`config.mk`:
```
export PLATFORM = sky130hd
export DESIGN_NAME = request_encoder_flat
export DESIGN_NICKNAME = d
export VERILOG_FILES = /design/src/rtl/request_encoder_pkg.sv /design/src/rtl/request_encoder_if.sv /design/src/rtl/request_encoder_rr_priority_select.sv /design/src/rtl/request_encoder.sv /design/src/flat_wrapper.sv
export SDC_FILE = /design/constraint.sdc
export NUM_CORES = 1
export LEC_CHECK = 0
export CORE_AREA = 5 5 46 48
export CTS_CLUSTER_DIAMETER = 30
export DETAILED_ROUTE_END_ITERATION = 8
export DIE_AREA = 0 0 51 53
export GPL_TIMING_DRIVEN = 1
export MAX_ROUTING_LAYER = met4
export PLACE_DENSITY = 0.83
export SYNTH_ARGS = -nofsm -noshare
export SYNTH_HDL_FRONTEND = slang
export SYNTH_SLANG_ARGS = --single-unit
```
`constraint.sdc`:
```
create_clock -name clk -period 2.1 [get_ports clk]
set_input_delay 0.21 -clock clk [delete_from_list [all_inputs] [get_ports clk]]
set_output_delay 0.21 -clock clk [all_outputs]
set_load 0.02 [all_outputs]
```
`src/rtl/request_encoder_pkg.sv`:
```
// Shared types and helpers for the request encoder and its round-robin selector.
package request_encoder_pkg;

    localparam int unsigned N_LINES_DEF = 4;

    typedef enum logic {
        IDLE    = 1'b0,
        PRESENT = 1'b1
    } state_t;

    // Ceiling log2, used to size the encoded address.
    function automatic int unsigned clog2(input int unsigned v);
        int unsigned r;
        r = 0;
        while ((32'd1 << r) < v) begin
            r = r + 1;
        end
        return r;
    endfunction

endpackage

```
`src/rtl/request_encoder_if.sv`:
```
// Request/address handshake bundle between event sources, encoder and address consumer.
interface request_encoder_if
    import request_encoder_pkg::*;
#(
    parameter int unsigned N_LINES = N_LINES_DEF
);
    localparam int unsigned ADDR_W = clog2(N_LINES);

    logic               enable;
    logic [N_LINES-1:0] req;
    logic               out_ready;
    logic               collision_clr;
    logic [ADDR_W-1:0]  address;
    logic               valid;
    logic [N_LINES-1:0] pending;
    logic [N_LINES-1:0] collision;

    modport master (
        output enable, req, out_ready, collision_clr,
        input  address, valid, pending, collision
    );

    modport slave (
        input  enable, req, out_ready, collision_clr,
        output address, valid, pending, collision
    );

endinterface

```
`src/rtl/request_encoder_rr_priority_select.sv`:
```
// Round-robin priority search: first set bit of pending at or above pointer, wrapping.
module rr_priority_select
    import request_encoder_pkg::*;
#(
    parameter int unsigned N_LINES = N_LINES_DEF,
    parameter int unsigned ADDR_W  = clog2(N_LINES)
) (
    input  logic [N_LINES-1:0] pending,
    input  logic [ADDR_W-1:0]  pointer,
    output logic [ADDR_W-1:0]  index,
    output logic               found
);

    logic [ADDR_W-1:0] idx;

    // Index arithmetic wraps naturally because N_LINES is a power of two.
    always_comb begin
        index = '0;
        found = 1'b0;
        idx   = '0;
        for (int unsigned k = 0; k < N_LINES; k++) begin
            idx = pointer + ADDR_W'(k);
            if (!found && pending[idx]) begin
                index = idx;
                found = 1'b1;
            end
        end
    end

endmodule

```
`src/rtl/request_encoder.sv`:
```
// Captures one-hot request lines into a sticky pending set and presents them one at a
// time as a binary address, round-robin, over a valid/ready handshake.
module request_encoder
    import request_encoder_pkg::*;
#(
    parameter int unsigned N_LINES = N_LINES_DEF
) (
    input logic             clk,
    input logic             reset_n,
    request_encoder_if.slave bus
);

    localparam int unsigned ADDR_W = clog2(N_LINES);

    state_t             state_q, state_d;
    logic [ADDR_W-1:0]  addr_q, addr_d;
    logic [ADDR_W-1:0]  ptr_q, ptr_d;
    logic               valid_q, valid_d;
    logic [N_LINES-1:0] pend_q, pend_d;
    logic [N_LINES-1:0] coll_q, coll_d;

    logic               handshake;
    logic [N_LINES-1:0] grant;
    logic [N_LINES-1:0] captured;
    logic [N_LINES-1:0] sel_pending;
    logic [ADDR_W-1:0]  sel_ptr;
    logic [ADDR_W-1:0]  sel_index;
    logic               sel_found;

    assign handshake = (state_q == PRESENT) && bus.out_ready;
    assign captured  = bus.enable ? bus.req : '0;

    always_comb begin
        grant = '0;
        if (handshake) begin
            grant[addr_q] = 1'b1;
        end
    end

    // While presenting, look ahead past the current grant; while idle, search from the pointer.
    assign sel_pending = (state_q == PRESENT) ? (pend_q & ~grant) : pend_q;
    assign sel_ptr     = (state_q == PRESENT) ? (addr_q + ADDR_W'(1)) : ptr_q;

    rr_priority_select #(
        .N_LINES (N_LINES),
        .ADDR_W  (ADDR_W)
    ) u_select (
        .pending (sel_pending),
        .pointer (sel_ptr),
        .index   (sel_index),
        .found   (sel_found)
    );

    always_ff @(posedge clk or negedge reset_n) begin
        if (!reset_n) begin
            state_q <= IDLE;
        end else begin
            state_q <= state_d;
        end
    end

    always_comb begin
        state_d = state_q;
        case (state_q)
            IDLE:    if (|pend_q) state_d = PRESENT;
            PRESENT: if (handshake && !sel_found) state_d = IDLE;
            default: state_d = IDLE;
        endcase
    end

    // A request landing on the line being granted is a fresh event, not a collision.
    always_comb begin
        addr_d  = addr_q;
        ptr_d   = ptr_q;
        pend_d  = (pend_q & ~grant) | captured;
        coll_d  = (bus.collision_clr ? '0 : coll_q) | (captured & pend_q & ~grant);
        valid_d = (state_d == PRESENT);
        if (state_q == IDLE && (|pend_q)) begin
            addr_d = sel_index;
        end
        if (handshake) begin
            ptr_d = addr_q + ADDR_W'(1);
            if (sel_found) begin
                addr_d = sel_index;
            end
        end
    end

    always_ff @(posedge clk or negedge reset_n) begin
        if (!reset_n) begin
            addr_q  <= '0;
            ptr_q   <= '0;
            valid_q <= 1'b0;
            pend_q  <= '0;
            coll_q  <= '0;
        end else begin
            addr_q  <= addr_d;
            ptr_q   <= ptr_d;
            valid_q <= valid_d;
            pend_q  <= pend_d;
            coll_q  <= coll_d;
        end
    end

    assign bus.address   = addr_q;
    assign bus.valid     = valid_q;
    assign bus.pending   = pend_q;
    assign bus.collision = coll_q;

endmodule

```
`src/flat_wrapper.sv`:
```
// flat-port wrapper written by rule: the top's interface ports become plain ports
module request_encoder_flat import request_encoder_pkg::*;
#(
    parameter int unsigned N_LINES = N_LINES_DEF
)
  (clk, reset_n, bus_enable, bus_req, bus_out_ready, bus_collision_clr, bus_address, bus_valid, bus_pending, bus_collision);
  request_encoder_if #(.N_LINES(N_LINES)) bus_i ();
  input logic clk;
  input logic reset_n;
  input wire logic [$bits(bus_i.enable)-1:0] bus_enable;
  input wire logic [$bits(bus_i.req)-1:0] bus_req;
  input wire logic [$bits(bus_i.out_ready)-1:0] bus_out_ready;
  input wire logic [$bits(bus_i.collision_clr)-1:0] bus_collision_clr;
  output wire logic [$bits(bus_i.address)-1:0] bus_address;
  output wire logic [$bits(bus_i.valid)-1:0] bus_valid;
  output wire logic [$bits(bus_i.pending)-1:0] bus_pending;
  output wire logic [$bits(bus_i.collision)-1:0] bus_collision;
  assign bus_i.enable = bus_enable;
  assign bus_i.req = bus_req;
  assign bus_i.out_ready = bus_out_ready;
  assign bus_i.collision_clr = bus_collision_clr;
  assign bus_address = bus_i.address;
  assign bus_valid = bus_i.valid;
  assign bus_pending = bus_i.pending;
  assign bus_collision = bus_i.collision;
  request_encoder #(.N_LINES(N_LINES)) u_core (.clk(clk), .reset_n(reset_n), .bus(bus_i));
endmodule
```
Word-level counts from Yosys, hierarchy flattened
Cells that the tools add are included.
Widths: inputs -> output; s select.
{ "word_totals": {"ff_bits": 13, "in_bits": 9, "elab_cells": 63} }
{ "classes": {"n_addsub": 4, "n_lt_le_gt_ge": 6, "n_mux": 29, "bitwise_logic": 7, "reduce_logical": 12} }
{ "op_table": {"columns": ["cell", "count"], "rows": [
  ["$mux 2", 8],
  ["$mux 4", 4],
  ["$lt 2x3->1 const B", 5],
  ["$and 4x4->4", 3],
  ["$mux 1", 11],
  ["$bmux 1 s2", 4],
  ["$or 4x4->4", 2],
  ["$logic_and 1x1->1", 7],
  ["$add 2x1->2 const B", 2],
  ["$add 2x2->2 const B", 2],
  ["$logic_not 1->1", 4],
  ["$not 4->4", 1],
  ["$reduce_or 4->1", 1],
  ["$demux 1 s2", 1],
  ["$ge 2x1->1 const B", 1],
  ["$pmux 1 s2", 1],
  ["$not 1->1", 1]
]} }

Depth between registers and ports, before layout
Gate-level depths: netlist (run 1).
{ "logic_depth": {"depth_word": 24, "depth_mapped": 7, "mapped_depth_nobuf": 7} }

Cells and area by module
From an unflattened synthesis (run 1), not the netlist that was laid out.
{ "unflattened": {"cells_unflattened": 75, "hier_area_um2": 711.9} }
{ "by_module_without_submodules": {"columns": ["mod", "instances", "cells_per_inst", "area_per_inst_um2"], "rows": [
  ["request_encoder", 1, 60, 634.4],
  ["rr_priority_select", 1, 15, 77.6]
]} }

Worst setup path after synthesis (run 1)
No wires, ideal clock.
{ "synth_path": {"kind": "register to register", "startpoint": "reg u_core.addr_q[0], in the netlist u_core.bus.address[0]", "endpoint": "reg u_core.addr_q[1], in the netlist u_core.bus.address[1]", "setup_ps": 79, "arrival_time_ps": 1807, "t_required_ps": 2021, "path_slack_ps": 214, "path_stages_with_launch": 8, "cell_sequence": "dfrtp_1 -> inv_1 -> ha_1 -> mux2i_4 -> o21ai_2 -> a32o_1 -> a22o_1 -> mux2i_1"} }
{ "synth_via": {"elab_chain_len": 23, "elab_cells_between_ends": 39} }
{ "synth_rtl": {"columns": ["element", "line", "rtl"], "rows": [
  ["start, declared", "request_encoder.sv:16", "logic [ADDR_W-1:0] addr_q, addr_d;"],
  ["start signal, assigned", "request_encoder.sv:97", "addr_q <= addr_d;"],
  ["$lt 2x3->1 (implied by the code) or $ge 2x1->1 (tied branches)", "request_encoder.sv:36", "grant[addr_q] = 1'b1;"],
  ["$logic_and 1x1->1 (implied by the code)", "request_encoder.sv:36", null],
  ["$mux 1 (implied by the code)", "request_encoder.sv:36", null],
  ["$demux 1 s2", null, null],
  ["$mux 4", "request_encoder.sv:35", "if (handshake) begin"],
  ["$not 4->4", "request_encoder.sv:41", "assign sel_pending = (state_q == PRESENT) ? (pend_q & ~grant) : pend_q;"],
  ["$and 4x4->4", "request_encoder.sv:41", null],
  ["$mux 4", "request_encoder.sv:41", null],
  ["(+8 left out)", null, null],
  ["$mux 1", "request_encoder_rr_priority_select.sv:23", "if (!found && pending[idx]) begin"],
  ["$logic_not 1->1", "request_encoder_rr_priority_select.sv:23", null],
  ["$logic_and 1x1->1", "request_encoder_rr_priority_select.sv:23", null],
  ["$mux 2", "request_encoder_rr_priority_select.sv:23", null],
  ["$mux 2", "request_encoder.sv:78", "if (state_q == IDLE && (|pend_q)) begin"],
  ["$mux 2", "request_encoder.sv:83", "if (sel_found) begin"],
  ["$mux 2 (*)", "request_encoder.sv:81", "if (handshake) begin"],
  ["via u_core.addr_d[1]", "request_encoder.sv:16", null]
]} }
The timed path passes the listed nets; every way through them passes the cells marked *. The select of a mux whose other input is x is not followed.
A chain may end at the register's enable or synchronous reset.

Final worst setup path (run 1)
{ "layout_path": {"startpoint": "reg u_core.addr_q[1], in the netlist u_core.bus.address[1]", "endpoint": "reg u_core.addr_q[1], in the netlist u_core.bus.address[1]"} }
Same word-level chain as after synthesis.

==> reports/qor.yml, run 1 <==
outcome: "finished, final reports clean"
critPathLaunchType: "register"
cts-htree-levels: 1
syn_to_final_growth_pct: 33.3
critPathKind: "reg2reg"
syn-cell-area_sq_um: 702
grt_use_total_pct: 13.0
overflow: 0
synth-xor-area-share_pct: 0
cp.arrival_ps: 1980
min_period_ps: 1790
synthArstFlopShare_pct: 100
port_buffers: 19
hold_buffers: 0
synth-edff-count: 0
dr.first_iter.drc_count: 12
max_freq_ghz: 0.559
ys_seq_area_share_pct: 46.3
grt_antenna_before_repair: 0
worst_pin_slew_ps: 579
drv_slew: 0
fp.dieH_um: 53
leakagePower_nw: 0.438
die_area_sq_um: 2700
antennaDiodeCount: 0
hold_viol: 0
power.total_mw: 1.40
slew_headroom_pct: 61.3
avgSynthCellArea_sq_um: 10.0
vias: 580
clock_sinks: 13
cts_buffer_depth: 2
rsz0062_at_grt: "false"
synth_common_cells: "nand2_1, dfrtp_1, inv_1"
skew_ps: 5.75
synth_nets: 83
ys_types: 27
clock_latency_ps: 270
path_clk_slew_ps: 80
antenna_left: 0
synth_top_area_cell: "dfrtp_1"
cts_setup_buffers: 0
core_sq_um: 1670
power_density_nw_per_um2: 1500
netlist.area_leader.share_pct: 46.3
rr_startpoint: "u_core.bus.address[1]"
post-route-period-util_pct: 85.1
ir_worst_vdd_mv: 0.625
final_cell_area_sq_um: 936
r2r-end: "u_core.bus.address[1]"
synth_cells: 70
avgRoutedWirePerCell_um: 13.4
totalWireLength_um: 1470
grt_pass1_wl_um: 2560
cts_tree: "done"
worstRegToRegCells: 7
synth_compound_area_share_pct: 13.9
setup_viol: 0
post-route-drc-count: 0
ys_seq_elements: 13
cap_violations: 0
synth_fa_ha_area_share_pct: 7.13
drive_gt1_share_pct: 11.8
synth_top_family_by_area: "simple AND/OR/NAND/NOR gates"
min_path_type: "in2async"
final_nets: 107
synth.area.mux_share_pct: 7.66
crit_fanout: 5
start_util_pct: 42.0
dr.pass1.iters: 4
final_util_pct: 56.0
cp-startpoint: "u_core.bus.address[1]"
synth.area.top_cells: "dfrtp_1, nand2_1, ha_1"
dpl_cell_area_sq_um: 910
row_count: 15
numCtsBuffers: 3
ys_warn_count: 0
worstPathRequired_ps: 2290
vias_per_cell: 5.27
grt_max_degree: 14
dp.final_hpwl_um: 1200
die_w_um: 51
regToRegSetupSlack_ps: 310
synth_ff_type: "dfrtp_1"
end_kind: "register"
yosysMostFrequentCell: "nand2_1"
setup-tns-final_ps: 0
clock-root-buffer: "clkbuf_4"
synthSimpleGateAreaFrac_pct: 19.6
gp_congestion: 0.866
post_cts_resized: 0
grt_pass1_vias: 571
io_pins: 20
flip-flops by register name, indices dropped and copies added (netlist names):
name                  count
u_core.bus.pending        4
u_core.ptr_q              2
u_core.state_q            1
u_core.bus.collision      4
u_core.bus.address        2
logic make-up after synthesis:
| family | Yosys count |
|---|---|
| simple gates | 27 |
| fa+ha+maj | 4 |
| compound gates | 14 |
| buf+inv | 8 |
| flops | 13 |
| mux | 4 |
critical path, stage by stage, from the launching register on:
cell,delay (ps)
dfrtp_1,400
inv_1,100
ha_1,330
mux2i_4,210
o21ai_2,100
a32o_1,260
a22o_1,190
mux2i_1,130
placed cells by master, fill, tap and decap left out:
cell	instances
clkbuf_1	1
mux2i_1	2
nand4_1	1
o21ai_2	1
o21ai_0	1
mux2i_4	1
dfrtp_1	13
nor3_1	1
or2_2	1
o211ai_1	1
nand2_4	1
inv_1	7
a22o_1	1
a32o_1	1
a21o_1	1
a21oi_1	2
buf_4	1
o22ai_1	4
nor4_1	1
nand3_1	4
nand2_1	14
clkdlybuf4s50_1	19
nor2b_4	1
ha_1	4
clkbuf_4	3
o2111ai_1	1
and2b_2	1
a31oi_1	1
nor2_1	2
mux2_2	1
how the worst max path moves through the flow:
stage                            endpoint  slack (ps)  cells after the start
floorplan           u_core.bus.address[1]         210                      7
global placement    u_core.bus.address[1]         300                      6
detailed placement  u_core.bus.address[1]         260                      6
CTS                 u_core.bus.address[1]         300                      7
global route        u_core.bus.address[1]         190                      7
finish              u_core.bus.address[1]         310                      7
metrics by stage:
step / cells / setup WS, ps / hold slack, ps
floorplan: 70 / 214 / -85.6
global placement: 106 / 302 / 457
detailed placement: 106 / 264 / 485
CTS: 110 / 298 / 319
global route: 110 / 190 / 354
finish: 110 / 312 / 304
power by group:
| part | internal (mW) | total, mW | switching (mW) |
|---|---|---|---|
| clock network | 0.0735 | 0.151 | 0.0776 |
| registers | 0.350 | 0.439 | 0.0888 |
| logic | 0.386 | 0.809 | 0.423 |
layer usage:
metal | vias to the layer above | part of all wire [%] | routed length, um | GRT usage [%]
li1 | 287 | - | - | -
met1 | 274 | 44 | 644 | 14.8
met2 | 19 | 49 | 720 | 21.2
met3 | 0 | 7.5 | 110 | 4.23
met4 | 0 | 0 | 0 | 5.38
met5 | - | 0 | 0 | -
cell type report:
type	count	area, sq um
tap	17	21.3
sequential	13	325
multi-input combinational	49	339
clock buffer	4	26.3
inverter	7	26.3
timing repair buffer	20	198
fill	156	734
(Power assumes the default switching activity.)
==> run 2: changes to the inputs <==
--- a/config.mk
+++ b/config.mk
@@ -9,7 +9,7 @@
 export CTS_CLUSTER_DIAMETER = 30
 export DETAILED_ROUTE_END_ITERATION = 8
 export DIE_AREA = 0 0 51 53
-export GPL_TIMING_DRIVEN = 1
+export GPL_TIMING_DRIVEN = 0
 export MAX_ROUTING_LAYER = met4
 export PLACE_DENSITY = 0.83
 export SYNTH_ARGS = -nofsm -noshare
==> run 2 against run 1 <==
Effect of this change:
- register-to-register slack got worse by 150 ps
- highest routed layer is now met4
- fmax fell by 7.7%
- clock-buffer cell count did not move
- global-route usage rose by 0.38 points
==> reports/qor.yml, run 2 (synthesized netlist as in run 1, its figures left out) <==
use_met1_pct: 15.4  # was 14.8%
rsz0062_at_grt: "false"  # unchanged
crit_fanout: 6  # was 5
pre_cts_slack_ps: 178  # was 264 ps
io_pins: 20  # unchanged
clock_latency_ps: 280  # was 270 ps
die_w_um: 51  # unchanged
final_nets: 107  # unchanged
layout_common_cells: "clkdlybuf4s50_1, nand2_1, dfrtp_1, inv_1"  # unchanged
drv_slew: 0  # unchanged
worstPathRequired_ps: 2300  # was 2290 ps
max_freq_ghz: 0.517  # was 0.559 GHz
num-fill-cells: 157  # was 156
avgRoutedWirePerCell_um: 13.0  # was 13.4 um
port_buffers: 19  # unchanged
min_period_ps: 1940  # was 1790 ps
min_path_type: "in2async"  # unchanged
cts_setup_buffers: 0  # unchanged
overflow: 0  # unchanged
r2r-end: "u_core.bus.address[1]"  # unchanged
totalWireLength_um: 1430  # was 1470 um
grt_pass1_vias: 588  # was 571
critical_path.cell_chain: "inv_1 -> ha_1 -> mux2i_4 -> o21ai_2 -> a32o_1 -> a22o_1 -> mux2i_1"  # unchanged
numCtsBuffers: 3  # unchanged
p_int_uw: 799  # was 810 uW
post-route-drc-count: 0  # unchanged
cts_buffer_depth: 2  # unchanged
cts_tree: "done"  # unchanged
cts-htree-levels: 1  # unchanged
post_cts_resized: 0  # unchanged
dr.first_iter.drc_count: 13  # was 12
slowest_delay_ps: 480  # was 400 ps
rr_startpoint: "u_core.bus.address[0]"  # was u_core.bus.address[1]
grt_use_met2_pct: 21.0  # was 21.2%
ir_worst_vdd_mv: 0.676  # was 0.625 mV
seqPwrFrac_pct: 32.6  # was 31.4%
grt_use_total_pct: 13.4  # was 13.0%
path_clk_slew_ps: 70  # was 80 ps
multi_input_area_sq_um: 339  # unchanged
fp.dieH_um: 53  # unchanged
antenna_left: 0  # unchanged
regToRegSetupSlack_ps: 160  # was 310 ps
antennaDiodeCount: 0  # unchanged
combPwrFrac_pct: 56.4  # was 57.8%
hold_viol: 0  # unchanged
dr.pass1.iters: 4  # unchanged
cap_violations: 0  # unchanged
vias: 587  # was 580
worst_pin_slew_ps: 554  # was 579 ps
critPathLaunchType: "register"  # unchanged
critPathKind: "reg2reg"  # unchanged
drive_gt1_share_pct: 11.8  # unchanged
end_kind: "register"  # unchanged
grt_antenna_before_repair: 0  # unchanged
slew_headroom_pct: 63.0  # was 61.3%
grt_max_degree: 14  # unchanged
crit_slowest_cell: "dfrtp_1"  # unchanged
regArea_sq_um: 325  # unchanged
dpl_cell_area_sq_um: 913  # was 910 sq um
layout_commonest_cell: "clkdlybuf4s50_1"  # unchanged
row_count: 15  # unchanged
crit_family: "compound AO/OA/AOI/OAI gates"  # unchanged
hold_buffers: 0  # unchanged
start_util_pct: 42.0  # unchanged
vias_per_cell: 5.34  # was 5.27
gp_congestion: 0.830  # was 0.866
swShare_pct: 42.3  # was 42.1%
worstRegToRegCells: 7  # unchanged
die_area_sq_um: 2700  # unchanged
grt_pass1_wl_um: 2530  # was 2560 um
p_switching_uw: 585  # was 589 uW
final_cell_area_sq_um: 940  # was 936 sq um
dp.final_hpwl_um: 1170  # was 1200 um
worst_slack_ps: 164  # was 312 ps
syn_to_final_growth_pct: 33.9  # was 33.3%
setup_viol: 0  # unchanged
clock_sinks: 13  # unchanged
outcome: "finished, final reports clean"  # unchanged
skew_ps: 2.74  # was 5.75 ps
clock-root-buffer: "clkbuf_4"  # unchanged
power_density_nw_per_um2: 1470  # was 1500 nW/um^2
grt_util_met3_pct: 3.66  # was 4.23%
leakagePower_nw: 0.439  # was 0.438 nW
critPathBufInv: 1  # unchanged
core_sq_um: 1670  # unchanged
cp.arrival_ps: 2130  # was 1980 ps
setup-tns-final_ps: 0  # unchanged
grt.busiest_layer: "met2"  # unchanged
post-route-period-util_pct: 92.2  # was 85.1%
clockPowerShare_pct: 10.9  # was 10.8%
## run 2: how the worst max path moves through the flow
stage / start / endpoint / slack (ps) / cells past startpoint
global route: u_core.bus.address[0] / u_core.bus.address[1] / 20 / 7
CTS: u_core.bus.address[0] / u_core.bus.address[1] / 160 / 7
global placement: u_core.bus.address[0] / u_core.bus.address[1] / 240 / 7
detailed placement: u_core.bus.address[0] / u_core.bus.address[1] / 180 / 7
finish: u_core.bus.address[0] / u_core.bus.address[1] / 160 / 7
floorplan: u_core.bus.address[0] / u_core.bus.address[1] / 210 / 7
## run 2: power groups by stage
stage	clock, mW	combinational [mW]	sequential (mW)
6_report	0.151	0.781	0.452
5_1_grt	0.176	0.856	0.472
4_1_cts	0.158	0.791	0.451
3_5_place_dp	0	0.788	0.456
3_3_place_gp	0	0.770	0.448
2_1_floorplan	0	0.421	0.540
## run 2: per-layer routing
| layer | wire length (um) | vias up |
|---|---|---|
| met4 | 28 | 0 |
| met2 | 678 | 18 |
| met5 | 0 | - |
| met1 | 620 | 278 |
| met3 | 100 | 3 |
| li1 | - | 288 |
## run 2: stage by stage
| step | total power [mW] | utilization [%] | instances | hold WS, ps |
|---|---|---|---|---|
| after floorplan | 0.960 | - | 70 | -85.6 |
| after global placement | 1.22 | 54.7 | 106 | 457 |
| after detailed placement | 1.24 | 54.7 | 106 | 496 |
| after CTS | 1.40 | 56.3 | 110 | 315 |
| after global routing | 1.50 | 56.3 | 110 | 336 |
| final | 1.38 | 56.3 | 110 | 287 |
## run 2: final cells by class
class	instances	share of cell area, %
plain buffers	1	1.20
clock buffers	4	2.80
inverters	7	2.80
multi-input cells	49	36.1
flip-flops and latches	13	34.6
well taps	17	2.26
repair buffers	19	20.2
## run 2: worst reg2reg max path, delay by kind of cell (launching register included)
kind,cells,cell delay (ps)
buffers and inverters,1,130
muxes,2,340
adders and majority gates,1,360
AOI/OAI and AO/OA,3,550
DFF,1,480
